$ cat config.mk
export PLATFORM = sky130hd
export DESIGN_NAME = product_accumulator
export DESIGN_NICKNAME = d
export VERILOG_FILES = /design/src/rtl/product_accumulator.sv
export SDC_FILE = /design/constraint.sdc
export NUM_CORES = 1
export LEC_CHECK = 0
export ABC_AREA = 1
export BUFFER_PORTS_ARGS = -buffer_cell sky130_fd_sc_hd__buf_2
export CORE_MARGIN = 2
export CORE_UTILIZATION = 35
export DETAILED_ROUTE_END_ITERATION = 6
export GPL_TIMING_DRIVEN = 0
export PLACE_DENSITY_LB_ADDON = 0.08
export REMOVE_ABC_BUFFERS = 1
export SLEW_MARGIN = 10
export SYNTH_ARGS = -nofsm -noshare
export SYNTH_HDL_FRONTEND = slang
export SYNTH_SLANG_ARGS = --single-unit
$ cat constraint.sdc
create_clock -name clk -period 3.9 [get_ports clk]
set_clock_uncertainty 0.05 [all_clocks]
set_input_delay 0.78 -clock clk [delete_from_list [all_inputs] [get_ports clk]]
set_output_delay 0.78 -clock clk [all_outputs]
set_load 0.03 [all_outputs]
$ cat src/rtl/product_accumulator.sv
// Batch accumulator: sums a run of unsigned products into a saturating
// accumulator and presents the total (plus a sticky saturation flag) downstream.
// Upstream and downstream both use a val/rdy handshake.
module product_accumulator #(
    parameter int N     = 6,   // product width
    parameter int ACC_W = 8,   // accumulator/result width, must be >= N
    parameter int CNT_W = 4    // batch-length width; len == 0 means 2^CNT_W
) (
    input  logic             clk,
    input  logic             rst_n,
    input  logic             recv_val,
    output logic             recv_rdy,
    input  logic [N-1:0]     recv_msg,
    input  logic [CNT_W-1:0] len,
    output logic             send_val,
    input  logic             send_rdy,
    output logic [ACC_W-1:0] send_msg,
    output logic             send_sat
);

    typedef enum logic [1:0] {
        IDLE  = 2'd0,
        ACCUM = 2'd1,
        DONE  = 2'd2
    } state_e;

    // Largest representable result, one bit wider so it compares against the sum.
    localparam logic [ACC_W:0] ACC_MAX = {1'b0, {ACC_W{1'b1}}};

    state_e           state_q;
    logic [ACC_W-1:0] acc_q;
    logic             sat_q;
    logic [CNT_W-1:0] rem_q;   // beats still expected after the current one

    logic [ACC_W:0]   sum_d;   // one guard bit so overflow is never lost
    logic [CNT_W-1:0] rem_d;   // len - 1; wraps so len == 0 gives 2^CNT_W - 1

    // Unclamped running sum and the remaining-beat count for a new batch.
    always_comb begin
        sum_d = {1'b0, acc_q} + (ACC_W+1)'(recv_msg);
        rem_d = len - CNT_W'(1);
    end

    // Handshake outputs derive from state only; rst_n gating keeps them low
    // during reset without waiting for a clock.
    assign recv_rdy = rst_n && (state_q != DONE);
    assign send_val = rst_n && (state_q == DONE);
    assign send_msg = send_val ? acc_q : '0;
    assign send_sat = send_val ? sat_q : 1'b0;

    // Batch FSM: open on the first beat, accumulate with clamp, hold result until taken.
    always_ff @(posedge clk or negedge rst_n) begin
        if (!rst_n) begin
            state_q <= IDLE;
            acc_q   <= '0;
            sat_q   <= 1'b0;
            rem_q   <= '0;
        end else begin
            case (state_q)
                IDLE: begin
                    if (recv_val) begin
                        acc_q   <= ACC_W'(recv_msg);
                        sat_q   <= 1'b0;
                        rem_q   <= rem_d;
                        state_q <= (len == CNT_W'(1)) ? DONE : ACCUM;
                    end
                end
                ACCUM: begin
                    if (recv_val) begin
                        if (sum_d > ACC_MAX) begin
                            acc_q <= ACC_MAX[ACC_W-1:0];
                            sat_q <= 1'b1;
                        end else begin
                            acc_q <= sum_d[ACC_W-1:0];
                        end
                        rem_q <= rem_q - CNT_W'(1);
                        if (rem_q == CNT_W'(1)) state_q <= DONE;
                    end
                end
                DONE: begin
                    if (send_rdy) begin
                        state_q <= IDLE;
                        acc_q   <= '0;
                        sat_q   <= 1'b0;
                        rem_q   <= '0;
                    end
                end
                default: state_q <= IDLE;
            endcase
        end
    end

endmodule

# Yosys cells after proc, flatten, opt, wreduce, memory -nomap -nowiden
# Index checks and enable logic that the tools add are counted.
# W data, S select, Z words.
# word_totals
regBits	15
inputBits	14
# op_classes
n_addsub	3
magnitude_cmp	1
n_eq_ne	10
mux	22
reduce_logical	7
# op_table
operator	n
$mux W8	5
$pmux W8 S3	1
$mux W4	3
$ne A2 B2 Y1 const B	6
$pmux W4 S3	1
$mux W2	5
$add A8 B6 Y9	1
$gt A9 B8 Y1 const B	1
$eq A4 B1 Y1 const B	2
$reduce_and A4 Y1	2
$sub A4 B1 Y4 const B	2
$pmux W2 S3	1
$mux W1	5
$reduce_and A5 Y1	1
$pmux W1 S3	1
$reduce_bool A3 Y1	1
$eq A2 B1 Y1 const B	1
$eq A2 B2 Y1 const B	1
$logic_and A1 B1 Y1	2
$logic_not A2 Y1	1

# Longest topological paths before layout
# depth
depth_word	5
mapped_depth	12
ltp_nobuf	12

# Worst setup path before layout
# OpenSTA, ideal clock, no wires.
# synth_path
kind	input-to-output
from	input port rst_n
to	output port send_msg[0]
t_arrival_ns	1.371
path_slack_ns	1.699
stages	2
n_path_buf	0
cell_sequence	nand2_1 -> nor2_1
# synth_between
elab_chain_len	2
# synth_rtl
item	line_no	rtl
from (decl)	10	input logic rst_n,
$logic_and A1 B1 Y1	47	assign send_val = rst_n && (state_q == DONE);
$mux W8	48	assign send_msg = send_val ? acc_q : '0;
to (decl)	17	output logic [ACC_W-1:0] send_msg,
# Every way passes these cells.

# Worst setup path after layout
# layout_path
from	input port rst_n
to	output port send_msg[7]
# The elaborated chain is that of the path after synthesis.

==> metrics.yaml <==
initial_utilization_pct: 36.4
grt-ovfl-total: 0
required_ns: 3.07
swShare_pct: 51.9
cp-start-kind: "input pin"
rows: 23
synth_top_area_cell: "dfrtp_1"
grt_max_degree: 22
critPathKind: "input pin to output port"
antenna_found_initial: 0
pwr-share-seq_pct: 23.3
clockRootBuffer: "clkbuf_8"
pre_cts_slack_ns: 1.15
fin_nets: 266
yosysWarnings: 0
ys_seq_area_share_pct: 26.0
path_max_fanout: 17
setup_ws_ns: 1.20
io_buffers: 24
drc: 0
area_delta_synth_final_pct: 13.1
gp_congestion: 0.802
cellLeakagePower_nw: 0.926
clkSinkCount: 15
rsz0062_at_grt: "no"
r2r-end: "acc_q[6]"
hold_viol_final: 0
cts.htree.levels: 1
p_per_area_nw_per_um2: 771
setup_viol: 0
end_kind: "output port"
synth_top_area_share_pct: 26.0
synth-edff-count: 0
total_power_mw: 1.26
cap_violations: 0
syn-cell-area_um2: 1440
detailed_place.area_um2: 1590
ys_seq_elements: 15
fmax_mhz: 371
period_needed_ns: 2.70
wl_per_cell_um: 10.9
min_path_type: "input pin to asynchronous set/reset pin"
cts.reportedPaths.clkPinSlew_ns: 0.07
status: "complete, no violations"
cts_max_path_buffers: 2
async_reset_ff_share_pct: 100
power_frac_clock_pct: 10.2
numCtsBuffers: 3
drive_gt1_share_pct: 21.2
viasPerCell: 4.58
dieArea_um2: 4660
boundaryPins: 25
instances_no_fill: 286
setup_tns_ns: 0
switchingPower_uw: 654
drt_iter0_drc: 57
avgSynthCellArea_um2: 6.84
clk_latency_ns: 0.25
grt_pass1_wl_um: 5250
ctsHoldBuffers: 0
cp.arrival_ns: 1.87
core-area_um2: 3970
worstMarginPinSlew_ns: 0.602
cts_tree: "built"
ys_top_cells_by_area: "dfrtp_1, nand2_1, ha_1, inv_1, nor2_1"
drt_wl_total_um: 3120
postSynthCellCount: 211
period_share_pct: 69.1
synth_flop_cell: "dfrtp_1"
yosys.cell_types.count: 31
p_comb_share_pct: 66.5
dp_hpwl_um: 2460
slew_violations: 0
routed-via-count: 1310
nFillCells: 439
die_w_um: 68.2
cts_setup_buffers: 0
r2r_slack_ns: 1.86
design_area_um2: 1630
slew_headroom_pct: 59.9
layout_commonest_cell: "nand2_1"
final_cell_mix: "nand2_1, inv_1, buf_2"
drt_pass1_iterations: 7
track_usage_pct: 15.0
ant_nets: 0
ir_drop_uv: 517
die_h_um: 68.2
timing.rr.start: "state_q[0]"
place_inst: 282
cts_resized: 0
r2r_cells: 6
antenna_cells: 0
p_int_uw: 606
grt_pass1_vias: 1188
[critical path, cell delays in order]
cell and delay (ns):
buf_2 0.33, nand2_1 0.34, nor2_1 0.19, buf_2 0.22
[registers in the layout, summed over array words and instances, names as in the netlist]
register and cells:
acc_q 8, rem_q 4, state_q 2, sat_q 1
[routing by layer]
layer / up-vias / wire length [um] / global-route usage [%]
met5: - / 0 / 0
met4: 0 / 0 / 2.25
met3: 0 / 107 / 3.45
met2: 24 / 1370 / 23.3
met1: 571 / 1650 / 21.5
li1: 715 / - / -
[worst max-delay path by stage]
stage	start	to	slack (ns)	cells past startpoint
2_1_floorplan	rst_n	send_msg[0]	1.70	2
3_3_place_gp	rst_n	send_msg[0]	1.15	4
3_5_place_dp	rst_n	send_msg[7]	1.15	4
4_1_cts	rst_n	send_msg[7]	1.15	4
5_1_grt	rst_n	send_msg[7]	1.06	4
6_report	rst_n	send_msg[7]	1.20	4
[logic make-up after synthesis]
kind of cell | Yosys count | synth area share (%)
AOI/OAI and AO/OA | 33 | 14.4
adders and majority gates | 15 | 13.5
xor gates and xnor gates | 2 | 1.21
buffers and inverters | 46 | 14.0
and+or+nand+nor | 100 | 30.9
DFF | 15 | 26.0
[per-stage QoR]
stage	util [%]	hold WS (ns)
finish	41.1	0.398
global route	41.1	0.414
CTS	41.1	0.404
detailed placement	40.0	0.441
global placement	40.0	0.453
floorplan	-	0.412
[final cells by class]
class / instances / area [um2] / area share, %
Clock buffer: 4 / 45.0 / 2.76
Inverter: 43 / 164 / 10.0
Multi-Input combinational cell: 150 / 866 / 53.0
Sequential cell: 15 / 375 / 23.0
Tap cell: 50 / 62.6 / 3.83
Timing Repair Buffer: 24 / 120 / 7.36
[cells in the mapped netlist (2+ instances only)]
cell type,count
dfrtp_1,15
a21oi_1,6
o21ai_2,8
a31oi_1,2
nor2_2,5
nor2_1,20
xor2_1,2
o21ai_0,4
nand2_4,2
ha_1,14
inv_1,39
nand4_1,3
nand2_1,50
inv_2,3
o21ai_1,9
nand3_1,14
[power by group through the flow]
stage / Sequential, mW / Combinational (mW) / Clock (mW)
floorplan: 0.279 / 0.678 / 0
global placement: 0.299 / 0.844 / 0
detailed placement: 0.297 / 0.843 / 0
CTS: 0.294 / 0.848 / 0.134
global route: 0.307 / 0.961 / 0.141
finish: 0.293 / 0.837 / 0.129
Power figures use the tool's default switching activity.
